[config.mk]
export PLATFORM = sky130hd
export DESIGN_NAME = pw_channel_accumulator
export DESIGN_NICKNAME = d
export VERILOG_FILES = /design/src/rtl/pw_channel_accumulator.sv
export SDC_FILE = /design/constraint.sdc
export NUM_CORES = 2
export LEC_CHECK = 0
export ABC_AREA = 0
export CORE_MARGIN = 2
export CORE_UTILIZATION = 45
export CTS_CLUSTER_DIAMETER = 200
export DETAILED_ROUTE_END_ITERATION = 8
export PLACE_DENSITY = 0.63
export RECOVER_POWER = 50
export SYNTH_ARGS = -nofsm -noshare
export SYNTH_HDL_FRONTEND = slang
export SYNTH_SLANG_ARGS = --single-unit
[constraint.sdc]
create_clock -name clk -period 12.85 [get_ports clk]
set_input_delay 1.9275 -clock clk [delete_from_list [all_inputs] [get_ports clk]]
set_output_delay 1.9275 -clock clk [all_outputs]
set_load 0.05 [all_outputs]
[src/rtl/pw_channel_accumulator.sv]
// Pointwise-conv channel accumulator: sums IN_CHANNELS products per output channel,
// saturates to N bits and drains them from a double buffer. Optional per-channel bias: PW_ACC_BIAS_EN.
module pw_channel_accumulator #(
    parameter int N            = 16,
    parameter int Q            = 8,
    parameter int IN_CHANNELS  = 24,
    parameter int OUT_CHANNELS = 24,
    parameter int FEATURE_SIZE = 28,
    localparam int CH_W  = (OUT_CHANNELS > 1) ? $clog2(OUT_CHANNELS) : 1,
    localparam int PIX_W = $clog2(FEATURE_SIZE * FEATURE_SIZE) + 1
) (
    input  logic                      clk,
    input  logic                      rst,
    input  logic                      en,
    input  logic [N-1:0]              data_in,
    input  logic [CH_W-1:0]           channel_in,
    input  logic                      valid_in,
    input  logic [OUT_CHANNELS*N-1:0] bias,
    output logic [N-1:0]              data_out,
    output logic [CH_W-1:0]           channel_out,
    output logic                      valid_out,
    input  logic                      out_ready,
    output logic [PIX_W-1:0]          pixel_cnt,
    output logic                      done,
    output logic                      overrun,
    output logic                      seq_err
);

    localparam int IN_W    = (IN_CHANNELS > 1) ? $clog2(IN_CHANNELS) : 1;
    localparam int ACC_W   = N + $clog2(IN_CHANNELS) + 1;
    localparam int SUM_W   = ACC_W + 1;
    localparam int NUM_PIX = FEATURE_SIZE * FEATURE_SIZE;

    localparam logic [CH_W:0]            OUT_LIM = (CH_W + 1)'(OUT_CHANNELS);
    localparam logic signed [SUM_W-1:0]  SAT_HI  = SUM_W'((64'sd1 <<< (N - 1)) - 64'sd1);
    localparam logic signed [SUM_W-1:0]  SAT_LO  = ~SAT_HI;

    typedef enum logic [1:0] {
        ST_IDLE  = 2'd0,
        ST_ACCUM = 2'd1,
        ST_DONE  = 2'd2
    } state_t;

    state_t state_r, state_s;

    logic signed [ACC_W-1:0] acc_r      [OUT_CHANNELS];
    logic signed [ACC_W-1:0] acc_fin_s  [OUT_CHANNELS];
    logic signed [SUM_W-1:0] sum_s      [OUT_CHANNELS];
    logic [N-1:0]            snap_val_s [OUT_CHANNELS];
    logic [N-1:0]            bank_r     [OUT_CHANNELS];

    logic [CH_W-1:0]  exp_ch_r;
    logic [IN_W-1:0]  in_cnt_r;
    logic [N-1:0]     data_out_r;
    logic [CH_W-1:0]  channel_out_r;
    logic             valid_out_r;
    logic [PIX_W-1:0] pixel_cnt_r;
    logic             done_r;
    logic             overrun_r;
    logic             seq_err_r;

    logic signed [ACC_W-1:0] din_ext_s;
    logic [CH_W-1:0]         nxt_ch_s;
    logic accept_s, clear_s, ch_ok_s, pix_done_s;
    logic hs_s, last_hs_s, snap_s, drop_s, final_pix_s;

    // Keeps configuration-only inputs visibly consumed when the bias adder is absent.
    logic unused_cfg_s;
    assign unused_cfg_s = ^{bias, 32'(Q)};

    function automatic logic [N-1:0] sat_n(input logic signed [SUM_W-1:0] v);
        logic [N-1:0] r;
        if (v > SAT_HI) begin
            r = {1'b0, {(N-1){1'b1}}};
        end else if (v < SAT_LO) begin
            r = {1'b1, {(N-1){1'b0}}};
        end else begin
            r = v[N-1:0];
        end
        return r;
    endfunction

    // Handshake and pixel-boundary decode.
    always_comb begin
        accept_s    = (state_r == ST_ACCUM) && en && valid_in;
        clear_s     = (state_r != ST_IDLE) && !en;
        ch_ok_s     = ({1'b0, channel_in} < OUT_LIM);
        din_ext_s   = {{(ACC_W-N){data_in[N-1]}}, data_in};
        pix_done_s  = accept_s && (exp_ch_r == CH_W'(OUT_CHANNELS - 1))
                               && (in_cnt_r == IN_W'(IN_CHANNELS - 1));
        hs_s        = valid_out_r && out_ready;
        last_hs_s   = hs_s && (channel_out_r == CH_W'(OUT_CHANNELS - 1));
        // A bank that empties on this very edge can take the new snapshot.
        snap_s      = pix_done_s && (!valid_out_r || last_hs_s);
        drop_s      = pix_done_s && valid_out_r && !last_hs_s;
        final_pix_s = last_hs_s && (state_r == ST_ACCUM)
                                && (pixel_cnt_r == PIX_W'(NUM_PIX - 1));
        nxt_ch_s    = channel_out_r + CH_W'(1);
    end

    // Per-channel sums including the product accepted this cycle, then saturated.
    always_comb begin
        for (int c = 0; c < OUT_CHANNELS; c++) begin
            if (accept_s && ch_ok_s && (channel_in == CH_W'(c))) begin
                acc_fin_s[c] = acc_r[c] + din_ext_s;
            end else begin
                acc_fin_s[c] = acc_r[c];
            end
`ifdef PW_ACC_BIAS_EN
            sum_s[c] = {acc_fin_s[c][ACC_W-1], acc_fin_s[c]}
                     + {{(SUM_W-N){bias[c*N+N-1]}}, bias[c*N +: N]};
`else
            sum_s[c] = {acc_fin_s[c][ACC_W-1], acc_fin_s[c]};
`endif
            snap_val_s[c] = sat_n(sum_s[c]);
        end
    end

    // Frame FSM next state.
    always_comb begin
        state_s = state_r;
        case (state_r)
            ST_IDLE: begin
                if (en) state_s = ST_ACCUM;
                else    state_s = ST_IDLE;
            end
            ST_ACCUM: begin
                if (!en)              state_s = ST_IDLE;
                else if (final_pix_s) state_s = ST_DONE;
                else                  state_s = ST_ACCUM;
            end
            ST_DONE: begin
                if (!en) state_s = ST_IDLE;
                else     state_s = ST_DONE;
            end
            default: state_s = ST_IDLE;
        endcase
    end

    // FSM state, status flags and frame counter.
    always_ff @(posedge clk) begin
        if (rst) begin
            state_r     <= ST_IDLE;
            pixel_cnt_r <= '0;
            done_r      <= 1'b0;
            overrun_r   <= 1'b0;
            seq_err_r   <= 1'b0;
        end else begin
            state_r <= state_s;
            done_r  <= (state_s == ST_DONE);
            if (clear_s) begin
                pixel_cnt_r <= '0;
            end else if (last_hs_s && (state_r == ST_ACCUM)) begin
                pixel_cnt_r <= pixel_cnt_r + PIX_W'(1);
            end else begin
                pixel_cnt_r <= pixel_cnt_r;
            end
            if (drop_s) overrun_r <= 1'b1;
            else        overrun_r <= overrun_r;
            if (accept_s && (channel_in != exp_ch_r)) seq_err_r <= 1'b1;
            else                                      seq_err_r <= seq_err_r;
        end
    end

    // Accumulators and the expected-channel / product counters.
    always_ff @(posedge clk) begin
        if (rst) begin
            for (int c = 0; c < OUT_CHANNELS; c++) acc_r[c] <= '0;
            exp_ch_r <= '0;
            in_cnt_r <= '0;
        end else if (clear_s || pix_done_s) begin
            for (int c = 0; c < OUT_CHANNELS; c++) acc_r[c] <= '0;
            exp_ch_r <= '0;
            in_cnt_r <= '0;
        end else begin
            for (int c = 0; c < OUT_CHANNELS; c++) acc_r[c] <= acc_fin_s[c];
            if (accept_s) begin
                if (exp_ch_r == CH_W'(OUT_CHANNELS - 1)) begin
                    exp_ch_r <= '0;
                    in_cnt_r <= in_cnt_r + IN_W'(1);
                end else begin
                    exp_ch_r <= exp_ch_r + CH_W'(1);
                    in_cnt_r <= in_cnt_r;
                end
            end else begin
                exp_ch_r <= exp_ch_r;
                in_cnt_r <= in_cnt_r;
            end
        end
    end

    // Output bank: snapshot on pixel completion, one channel per handshake; valid_out marks it full.
    always_ff @(posedge clk) begin
        if (rst) begin
            for (int c = 0; c < OUT_CHANNELS; c++) bank_r[c] <= '0;
            data_out_r    <= '0;
            channel_out_r <= '0;
            valid_out_r   <= 1'b0;
        end else if (snap_s) begin
            for (int c = 0; c < OUT_CHANNELS; c++) bank_r[c] <= snap_val_s[c];
            data_out_r    <= snap_val_s[0];
            channel_out_r <= '0;
            valid_out_r   <= 1'b1;
        end else if (last_hs_s) begin
            data_out_r    <= '0;
            channel_out_r <= '0;
            valid_out_r   <= 1'b0;
        end else if (hs_s) begin
            data_out_r    <= bank_r[nxt_ch_s];
            channel_out_r <= nxt_ch_s;
            valid_out_r   <= 1'b1;
        end else begin
            data_out_r    <= data_out_r;
            channel_out_r <= channel_out_r;
            valid_out_r   <= valid_out_r;
        end
    end

    assign data_out    = data_out_r;
    assign channel_out = channel_out_r;
    assign valid_out   = valid_out_r;
    assign pixel_cnt   = pixel_cnt_r;
    assign done        = done_r;
    assign overrun     = overrun_r;
    assign seq_err     = seq_err_r;

endmodule

==> results.md <==
* Global route total overflow at 0
* Worst setup margin at between 4 and 5 ns
* Num CTS Buffers at 110
* Most used DFF post-synth: edfxtp_1
* Warnings, synthesis at 0
* Status: complete, but fails checks
* Hold_buf cts at 0
* Ports at about 450
* Synth top cells by count: nor2_1 (1048), edfxtp_1 (912), a21oi_1 (800)
* Crit path DAT at between 8 and 9 ns
* DRT Wirelength at between 200000 and 250000 um
* DR vias at 58100
* HP Class: flop to flop
* Synth Cell Area at 69600 um^2
* Crit path launch: data_in[8]
* Nature of the critical path endpoint: flop
* Critical path peak fanout at 14
* Gr usage total at about a quarter
* # resized after CTS at 0
* Layout cells sized above 1 at roughly 6.1%
* RSZ-0062 raised after global routing: no
* Die W at ~400 um
* Hold path startpoint: overrun
* Number of nets in the layout at 8656
* Post-synth ARST share at 0%
* Max Buffers Root-to-Sink at 3
* Tmin final at slightly above 8 ns
* # port buffers at 61
* Mean post-synth cell area at 9.61 um^2
* VDD IR max at 0.106 mV
* Hold-critical path depth at 2
* Synth top area share at between 30% and 40%
* Failing checks: max-capacitance violations, max-slew violations
* Worst Tran Pin Value at 3.41 ns
* P_leak at a little over 30 nW
* Crit share post-route at between 60 and 70%
* Initial Util at between 40% and 50%
* Netlist cell types at 94
* Setup Crit Path Kind: input pin to flop
* R2r setup slk at 6.27 ns
* Mapped Cells at roughly 7200
* Rel. slew slack at -127%
* FMAX at approximately 120 MHz
* Skew final at 0.0349 ns
* Power per cell area at about 110 nW/um^2
* Vias in the first global route at roughly 55000
* Initial DRC count at between 5000 and 6000
* CTS clock-pin slew for the worst setup and hold paths at about 0.060 ns
* WHS Endpoint: overrun
* FF-to-FF Start: state_r[0]
* Pre-antenna DRT Iters at 7
* Fillers at 14200
* DRC at 0
* Core area at approximately 150000 um^2
* Row count at between 100 and 150
* Area contributors post-synth: edfxtp_1 (39%), ha_1 (9.1%), a21oi_1 (5.8%)
* Tot Pwr at approximately 8.7 mW
* Post-synth EDFFs at slightly above 900
* Avg Vias per Cell at 5.89
* CP required at between 10 and 15 ns
* Setup_tns at 0 ns
* GPL Wtd Cong at between 0.9 and 1
* Register area share after synthesis at about 41%
* Area Growth Syn to Fin at 12.1%
* Most common cell in the netlist: nor2_1
* Global-route wire length before repair at 312000 um
* Setup Viol. Count Final at 0
* R2R Path End: acc_r[1][4]
* Final hold slack at roughly 0.48 ns
* Num Clock Sinks at 960
* Post-CTS Setup Repair Bufs at 0
* Fin. max-slew vios at between 150 and 200
* HPWL Detailed at around 140000 um
* Drt wl/cell at 20.8 um
* ANT nets after route at 0
* Chip height at just under 400 um
* Startpoint Class: input pin
* Largest net degree at the start of global routing at 180
* R2r worst-path depth at 8
* Seq cells post-synth at between 900 and 1000
* Place WS at 5.59 ns
* CTS tree: done
* Final Hold Fails at 0
* Antenna violations before repair at 9
* Max_cap viols at 6
* Final cell count without fillers at roughly 9900
* H-tree depth at 3
* Die ar. at 158000 um^2
* Dpl cells at a little under 10000
* Area leader, netlist: edfxtp_1
* Clk root buf: clkbuf_16
* Clk Latency, worst-skew pair at 0.75 ns
through the flow:
| step | utilization (%) | cell area (um^2) |
|---|---|---|
| finish | 50.7 | 78000 |
| global route | 50.7 | 77900 |
| CTS | 50.7 | 78000 |
| detailed placement | 48.3 | 74300 |
| global placement | 48.3 | 74300 |
| floorplan | - | 71500 |
report_power, final:
part           internal, mW  switching [mW]  leakage (nW)  total (mW)
registers              3.62          0.0927          9.50        3.72
logic                 0.654            1.05          19.7        1.70
clock network          1.92            1.38          1.79        3.29
layer usage:
layer / share of wire, % / vias to the layer above / track usage, %
li1: - / 27800 / -
met1: 43 / 28200 / 33.4
met2: 47 / 1770 / 42.2
met3: 6.9 / 346 / 4.19
met4: 3.6 / 2 / 8.91
met5: 0.0054 / - / 0
cell type report:
class	count	area (um^2)	share of cell area [%]
Inverter	173	649	0.833
Multi-Input combinational cell	6306	41400	53.1
Clock buffer	132	2920	3.74
Clock inverter	71	768	0.985
Tap cell	2044	2560	3.28
Sequential cell	960	28400	36.4
Timing Repair Buffer	163	1330	1.70
Antenna cell	5	12.5	0.0161
critical path, cell delays in order:
cell,delay [ns]
clkbuf_1,1.10
clkbuf_1,1.73
ha_1,0.44
nand4_1,0.18
a211oi_1,0.50
o31ai_1,0.26
a21boi_0,0.38
nor2_1,0.13
o311ai_0,0.70
o31ai_1,0.19
a41oi_1,0.66
nand2_1,0.34
o21ai_0,0.17
cell families after synthesis:
| kind of cell | after synthesis | share of synthesized area, % |
|---|---|---|
| AOI/OAI and AO/OA | 2250 | 20.4 |
| xor gates and xnor gates | 387 | 4.87 |
| adders and majority gates | 532 | 9.83 |
| buffers and inverters | 497 | 2.72 |
| DFF | 960 | 40.7 |
| muxes | 256 | 5.71 |
| other | 1 | 0.00539 |
| and+or+nand+nor | 2353 | 15.8 |
cells in the final DEF, fill, tap and decap left out, types with 135 or more instances in the layout:
master | Yosys | final
a21oi_1 | 800 | 800
a21o_1 | 199 | 199
xnor2_1 | 212 | 210
inv_1 | 173 | 171
xor2_1 | 175 | 174
nor3_1 | 141 | 140
mux2i_1 | 135 | 135
o21ai_0 | 436 | 437
edfxtp_1 | 912 | 912
nand2_1 | 439 | 439
conb_1 | 1 | 528
ha_1 | 508 | 507
nor2_1 | 1048 | 1048
registers in the layout, summed over array words and instances (netlist names), 2 cells and up:
name	flops
channel_out	5
pixel_cnt	11
data_out	16
state_r	2
exp_ch_r	5
acc_r	528
bank_r	384
in_cnt_r	5
worst max path at each step:
stage | end | slack [ns] | cells past startpoint
after floorplan | bank_r[0][0] | 0.87 | 9
after global placement | bank_r[16][0] | 5.63 | 13
after detailed placement | bank_r[16][0] | 5.59 | 13
after CTS | bank_r[16][0] | 6.42 | 13
after global routing | bank_r[10][8] | 4.38 | 12
final | bank_r[3][3] | 4.64 | 13
(Power assumes the default switching activity.)
